<file path="src/rtl/qsort_arb.sv">
// rtl/qsort_arb.sv - two-requester round-robin front end for a streaming sort engine
// Optional SORT watchdog enabled by defining QSORT_ARB_TIMEOUT_EN.
module qsort_arb #(
    parameter int pDATA_WIDTH = 32,
    parameter int pN          = 10
) (
    input  logic                     axis_clk,
    input  logic                     axis_rst,
    input  logic [1:0]               req,
    output logic [1:0]               gnt,
    output logic [1:0]               job_done,
    input  logic [1:0]               s_tvalid,
    output logic [1:0]               s_tready,
    input  logic [2*pDATA_WIDTH-1:0] s_tdata,
    output logic [1:0]               m_tvalid,
    input  logic [1:0]               m_tready,
    output logic [2*pDATA_WIDTH-1:0] m_tdata,
    output logic                     eng_start,
    output logic                     eng_clr,
    output logic                     eng_ss_tvalid,
    output logic [pDATA_WIDTH-1:0]   eng_ss_tdata,
    input  logic                     eng_ss_tready,
    input  logic                     eng_sm_tvalid,
    input  logic [pDATA_WIDTH-1:0]   eng_sm_tdata,
    output logic                     eng_sm_tready,
    input  logic                     eng_done,
    output logic [1:0]               err
);

    localparam logic [2:0] IDLE  = 3'd0;
    localparam logic [2:0] START = 3'd1;
    localparam logic [2:0] LOAD  = 3'd2;
    localparam logic [2:0] SORT  = 3'd3;
    localparam logic [2:0] DRAIN = 3'd4;
    localparam logic [2:0] CLEAR = 3'd5;

    localparam logic [3:0] LAST_WORD = 4'(pN - 1);

    logic [2:0] state;
    logic [3:0] word_cnt;
    logic       last_gnt;
    logic       clr_hold;
    logic       g;
    logic       winner;
    logic       load_fire;
    logic       drain_fire;
    logic [pDATA_WIDTH-1:0] s_word;

    assign g = gnt[1];
    assign s_word = g ? s_tdata[2*pDATA_WIDTH-1:pDATA_WIDTH] : s_tdata[pDATA_WIDTH-1:0];

    // On a tie the requester that did not win last time gets the grant.
    always_comb begin
        winner = req[1];
        if (req == 2'b11) begin
            winner = ~last_gnt;
        end
    end

    assign load_fire  = (state == LOAD)  && s_tvalid[g] && eng_ss_tready;
    assign drain_fire = (state == DRAIN) && eng_sm_tvalid && m_tready[g];

`ifdef QSORT_ARB_TIMEOUT_EN
    logic [7:0] wdog;
    logic       wdog_expire;

    assign wdog_expire = (state == SORT) && !eng_done && (wdog == 8'd254);

    always_ff @(posedge axis_clk or posedge axis_rst) begin
        if (axis_rst) begin
            wdog <= 8'd0;
            err  <= 2'b00;
        end else if (state != SORT) begin
            wdog <= 8'd0;
        end else if (!eng_done) begin
            wdog <= wdog + 8'd1;
            if (wdog_expire) begin
                err[g] <= 1'b1;
            end
        end
    end
`else
    logic wdog_expire;
    assign wdog_expire = 1'b0;
    assign err         = 2'b00;
`endif

    always_ff @(posedge axis_clk or posedge axis_rst) begin
        if (axis_rst) begin
            state    <= IDLE;
            gnt      <= 2'b00;
            word_cnt <= 4'd0;
            last_gnt <= 1'b1;
            clr_hold <= 1'b1;
        end else begin
            clr_hold <= 1'b0;
            case (state)
                IDLE: begin
                    if (req != 2'b00) begin
                        gnt   <= {winner, ~winner};
                        state <= START;
                    end
                end
                START: begin
                    word_cnt <= 4'd0;
                    state    <= LOAD;
                end
                LOAD: begin
                    if (load_fire) begin
                        word_cnt <= word_cnt + 4'd1;
                        if (word_cnt == LAST_WORD) begin
                            state <= SORT;
                        end
                    end
                end
                SORT: begin
                    if (eng_done) begin
                        word_cnt <= 4'd0;
                        state    <= DRAIN;
                    end else if (wdog_expire) begin
                        state <= CLEAR;
                    end
                end
                DRAIN: begin
                    if (drain_fire) begin
                        word_cnt <= word_cnt + 4'd1;
                        if (word_cnt == LAST_WORD) begin
                            state <= CLEAR;
                        end
                    end
                end
                CLEAR: begin
                    gnt      <= 2'b00;
                    last_gnt <= g;
                    state    <= IDLE;
                end
                default: state <= IDLE;
            endcase
        end
    end

    // Stream muxing; everything is gated by state so reset forces all of it low.
    always_comb begin
        s_tready      = 2'b00;
        m_tvalid      = 2'b00;
        m_tdata       = '0;
        eng_ss_tvalid = 1'b0;
        eng_ss_tdata  = '0;
        eng_sm_tready = 1'b0;
        if (state == LOAD) begin
            eng_ss_tvalid = s_tvalid[g];
            eng_ss_tdata  = s_word;
            s_tready[g]   = eng_ss_tready;
        end
        if (state == DRAIN) begin
            m_tvalid[g]   = eng_sm_tvalid;
            eng_sm_tready = m_tready[g];
            if (g) begin
                m_tdata[2*pDATA_WIDTH-1:pDATA_WIDTH] = eng_sm_tdata;
            end else begin
                m_tdata[pDATA_WIDTH-1:0] = eng_sm_tdata;
            end
        end
    end

    assign eng_start = (state == START);
    assign eng_clr   = clr_hold || (state == CLEAR);
    assign job_done  = (state == CLEAR) ? gnt : 2'b00;

endmodule

</file>
<file path="config.mk">
export PLATFORM = sky130hd
export DESIGN_NAME = qsort_arb
export DESIGN_NICKNAME = d
export VERILOG_FILES = /design/src/rtl/qsort_arb.sv
export SDC_FILE = /design/constraint.sdc
export NUM_CORES = 1
export LEC_CHECK = 0
export ABC_AREA = 0
export BUFFER_PORTS_ARGS = -buffer_cell sky130_fd_sc_hd__buf_4
export CAP_MARGIN = 30
export CORE_AREA = 2 2 83 85
export DETAILED_ROUTE_END_ITERATION = 10
export DIE_AREA = 0 0 85 87
export GPL_ROUTABILITY_DRIVEN = 0
export PLACE_DENSITY = 0.69
export SETUP_SLACK_MARGIN = 0.2
export SLEW_MARGIN = 0
export SYNTH_ARGS = -nofsm -noshare
export SYNTH_HDL_FRONTEND = slang
export SYNTH_SLANG_ARGS = --single-unit
</file>
<file path="constraint.sdc">
create_clock -name axis_clk -period 5 [get_ports axis_clk]
set_clock_uncertainty 0.15 [all_clocks]
set_input_delay 0.25 -clock axis_clk [delete_from_list [all_inputs] [get_ports axis_clk]]
set_output_delay 0.25 -clock axis_clk [all_outputs]
set_load 0.01 [all_outputs]
</file>
# Word level (Yosys, flattened, before mapping)
# Cells that the tools add are included.
word_totals:
  latchBits: 0
  memories: 0
  inputBits: 107
  romBits: 0
  reg_bits: 11
  output_inout_bits: 110
  ram_bits: 0
  word_cells: 68
classes:
  n_shift: 0
  muxes: 30
  n_eq_ne: 13
  bitwise: 4
  multipliers: 0
  n_reduce_logical: 13
  div: 0
  n_addsub: 1
  n_lt_le_gt_ge: 2
op_table:
  columns: ["operator", "count"]
  rows:
  - ["$mux 32", 4]
  - ["$mux 64", 1]
  - ["$mux 3", 6]
  - ["$pmux 4 s4", 1]
  - ["$pmux 3 s5", 1]
  - ["$mux 4", 3]
  - ["$ne 2x2->1 const B", 5]
  - ["$mux 1", 8]
  - ["$mux 2", 4]
  - ["$eq 3x2->1 const B", 2]
  - ["$eq 3x3->1 const B", 2]
  - ["$reduce_and 6->1", 1]
  - ["$logic_and 1x1->1", 5]
  - ["$add 4x1->4 const B", 1]
  - ["$and 2x2->2", 2]
  - ["$eq 4x4->1 const B", 1]
  - ["$pmux 2 s2", 1]
  - ["$reduce_and 4->1", 1]
  - ["$reduce_bool 2->1", 2]
  - ["$reduce_bool 4->1", 1]
  - ["$eq 3x1->1 const B", 1]
  - ["$logic_not 3->1", 1]
  - ["$eq 2x2->1 const B", 1]
  - ["$lt 1x2->1 const B", 1]
  - ["other kinds (6)", 7]

# Logic depth before layout (Yosys ltp)
logic_depth:
  word_depth: 6
  ltp_mapped: 6
  depth_no_buf: 5

# Worst setup path after synthesis
# Ideal clock, no wire load.
synth_path:
  path_type: "flip-flop to flip-flop"
  start: "reg gnt[1]"
  end: "reg word_cnt[0]"
  period_less_slack_ps: 1872
  n_path_buf: 1
  setup_ps: 128
  arrival_ps: 1594
  stages_incl_launch_ff: 6
  path_slack_ps: 3128
  required_time_ps: 4722
  path_cell_list: "dfrtp_1 > buf_2 > mux2i_1 > nor3_4 > nor3_2 > mux2_1"
synth_via:
  elab_chain_cells: 6
  word_cells_on_any_way: 10
  cone_classes: "2 x eq/ne; 4 x mux; 4 x reduce/logical"
synth_lines:
  columns: ["element", "line_no", "text"]
  rows:
  - ["from (decl)", "10", "output logic [1:0] gnt,"]
  - ["from (signal assigned)", "100", "gnt <= {winner, ~winner};"]
  - ["$mux 1 (not written as such) (2 in series)", "60", "assign load_fire = (state == LOAD) && s_tvalid[g] && eng_ss_tready;"]
  - ["$logic_and 1x1->1 (2 in series)", "60", null]
  - ["$ne 2x2->1 (no line)", null, null]
  - ["$reduce_and 4->1 (no line) *", null, null]
  - ["to (signal assigned)", "110", "word_cnt <= word_cnt + 4'd1;"]
  - ["to (signal assigned)", "126", "word_cnt <= word_cnt + 4'd1;"]
  - ["to (decl)", "40", "logic [3:0] word_cnt;"]
# Mark *: on every way between the ends. The rest lies on a longest branch, timed or not. The select of a mux whose other input is x is not followed.
# A chain may end at the register's enable or synchronous reset.

# Final worst setup path
layout_path:
  start: "reg state[0]"
  end: "out eng_ss_tdata[17]"
layout_via:
  elab_chain_cells: 2
layout_lines:
  columns: ["element", "line_no", "text"]
  rows:
  - ["from (decl)", "39", "logic [2:0] state;"]
  - ["from (signal assigned)", "90", "state <= IDLE;"]
  - ["from (signal assigned)", "101", "state <= START;"]
  - ["from (signal assigned)", "106", "state <= LOAD;"]
  - ["$eq 3x2->1", "150", "if (state == LOAD) begin"]
  - ["$mux 32", "150", null]
  - ["to (decl)", "21", "output logic [pDATA_WIDTH-1:0] eng_ss_tdata,"]
# Every way passes these cells.

==> impl_metrics.ini <==
[outcome]
status = finished, final reports clean

[global_routing]
grt_pass1_wl_um = 10200
grt-ovfl-total = 0
track_usage_pct = 16.7
antenna_found_initial = 0
grt_pass1_vias = 2063
grt_max_degree = 40

[synthesis]
synth_warnings = 0
synthArstFlopShare_pct = 100
ys_ff_latch = 11
yosysTopAreaCell = and2_1
synth.cell_area_um2 = 1650
seq_area_frac_synth_pct = 16.8
netlist_instances = 227
synth_top_area_share_pct = 25.0
avgSynthCellArea_um2 = 7.28
synthTopCellsByArea = and2_1, mux2i_1, dfrtp_1
synthDistinctLibCells = 37
synth_edf_count = 0
synthFlopType = dfrtp_1

[sta]
setup_viol = 0
period_needed_ns = 2.33
report.final.slew_viol_count = 0
fin_tns_setup_ns = 0
holdWs_ns = 0.139
grt_setup_unrepaired = false
hold_viol = 0
fmax_ghz = 0.429
final.period_utilization_pct = 46.7

[flow_run]
max-cap-violations = 0

[die]
rows = 30
die_h_um = 87
coreArea_um2 = 6570
io_pins = 217
initial_core_util_pct = 25.2
die_w_um = 85
die-area_um2 = 7400

[worst_setup_path]
endpoint_kind = output port
critPathLaunchType = flop
arrival_ns = 1.93
worstReg2RegStart = gnt[1]
crit_path_start = state[0]
crit_type = reg2out
cp_max_fo = 30
required_ns = 4.60

[cts]
root_buffer = clkbuf_8
cts_sinks = 11
clk_pin_slew_ns = 0.05
cts_tree = built
cts_setup_buffers = 0
cts_buffer_depth = 2
cts_buffers = 3
h-tree-depth = 1
clk_latency_ns = 0.24

[hold_path]
worstHoldStart = eng_done
min-delay-path-class = in2reg

[cells_and_area]
ff_latch_area_um2 = 279
fin_area_um2 = 3390
antenna_cells = 0
drive_gt1_share_pct = 52.7
fillCellCount = 633
syn2layout_area_growth_pct = 105
fin_nets = 543
multi_input_area_um2 = 1260

[power]
vdd_drop_max_mv = 0.249
leakage_nw = 1.91
p_per_area_nw_per_um2 = 361

[route]
drc_errors = 0
vias_per_cell = 4.36
vias = 2239
wl_per_cell_um = 13.5
dr.pass1.iters = 4
routed_wl_um = 6940
drtIter0Drc = 46
ant_nets = 0

[place]
placed_area_um2 = 3310
port_buffers = 214
dp_hpwl_um = 5790
path summary, 6_finish.rpt:
| path | depth (start not counted) | end | slack, ns |
|---|---|---|---|
| min in group asynchronous | 3 | gnt[0] | 0.41 |
| max in group asynchronous | 3 | last_gnt | 3.96 |
| worst max-delay path | 4 | eng_ss_tdata[17] | 2.67 |
| worst max register to register | 5 | word_cnt[0] | 2.83 |
| worst min-delay path | 3 | state[2] | 0.14 |
| worst min register to register | 1 | word_cnt[2] | 0.37 |
flip-flops by register name, indices dropped and copies added, names as in the netlist:
signal and count:
clr_hold 1, gnt 2, last_gnt 1, state 3
word_cnt 4
stage by stage:
stage                     total power, mW  util, %  setup slack, ns  instances
after global placement               1.08     50.0             2.52        506
after global routing                 1.32     51.6             2.55        513
final                                1.22     51.6             2.67        513
after detailed placement             1.13     50.4             2.45        507
after CTS                            1.22     51.3             2.28        512
after floorplan                     0.712        -             3.13        229
area by class of cell:
| class | instances | share of cell area [%] |
|---|---|---|
| sequential | 11 | 8.24 |
| clock buffer | 4 | 1.33 |
| inverter | 5 | 0.554 |
| timing repair buffer | 219 | 49.6 |
| multi-input combinational | 194 | 37.3 |
| tap | 80 | 2.96 |
power breakdown:
| part | internal (mW) | switching [mW] |
|---|---|---|
| combinational | 0.495 | 0.459 |
| clock | 0.0560 | 0.0340 |
| sequential | 0.124 | 0.0557 |
| total | 0.676 | 0.549 |
layout by cell type (no fill, tap or decap), types with 2 or more instances in the layout:
cell type / count
buf_4: 216
and2_1: 66
nor2_1: 43
mux2i_1: 34
dfrtp_1: 8
nand2_1: 7
inv_1: 5
nand2b_1: 4
nor3_1: 4
o21ai_0: 4
conb_1: 3
clkbuf_8: 3
xnor2_1: 2
nor2b_1: 2
mux2_1: 2
o2bb2ai_1: 2
a21oi_1: 2
nor4_1: 2
nand3_1: 2
ha_1: 2
dfstp_2: 2
synth_stat cells, types with 2 or more instances:
master and n:
and2_1 66, nor2_1 43, mux2i_1 34, clkbuf_1 10, dfrtp_1 9, nand2_1 7, inv_1 5, buf_2 4
nand2b_1 4, nor3_1 4, o21ai_0 4, a21oi_1 2, buf_4 2, buf_6 2, dfstp_2 2, ha_1 2
mux2_1 2, nand3_1 2, nor2b_1 2, nor4_1 2, o2bb2ai_1 2, xnor2_1 2
cell families (layout without fill, tap and decap cells):
family	count (synthesis)	in the layout	share of synthesized area, %
other cells	1	3	0.227
flops	11	11	16.8
mux	36	36	22.0
xor+xnor	2	2	1.06
fa+ha+maj	2	2	1.51
buf+inv	24	228	7.12
simple gates	137	137	45.3
compound gates	14	14	5.98
critical path, cell delays in order (launching register included):
cell	delay (ns)
dfrtp_1	0.52
or3b_1	0.63
buf_16	0.25
nor2_1	0.14
buf_4	0.14
layer usage:
layer	vias up	global-route usage, %	share of wire (%)
met3	7	5.02	9.3
met2	107	29.1	50
li1	1147	-	-
met1	978	20.8	40
met5	-	0	0
met4	0	2.45	0.65
repair_timing:
item / 4_1_cts / 5_1_grt
hold endpoints to repair: 9 / 0
hold buffers: 1 / 0
resized for setup: 0 / 0
(Power assumes the default switching activity.)
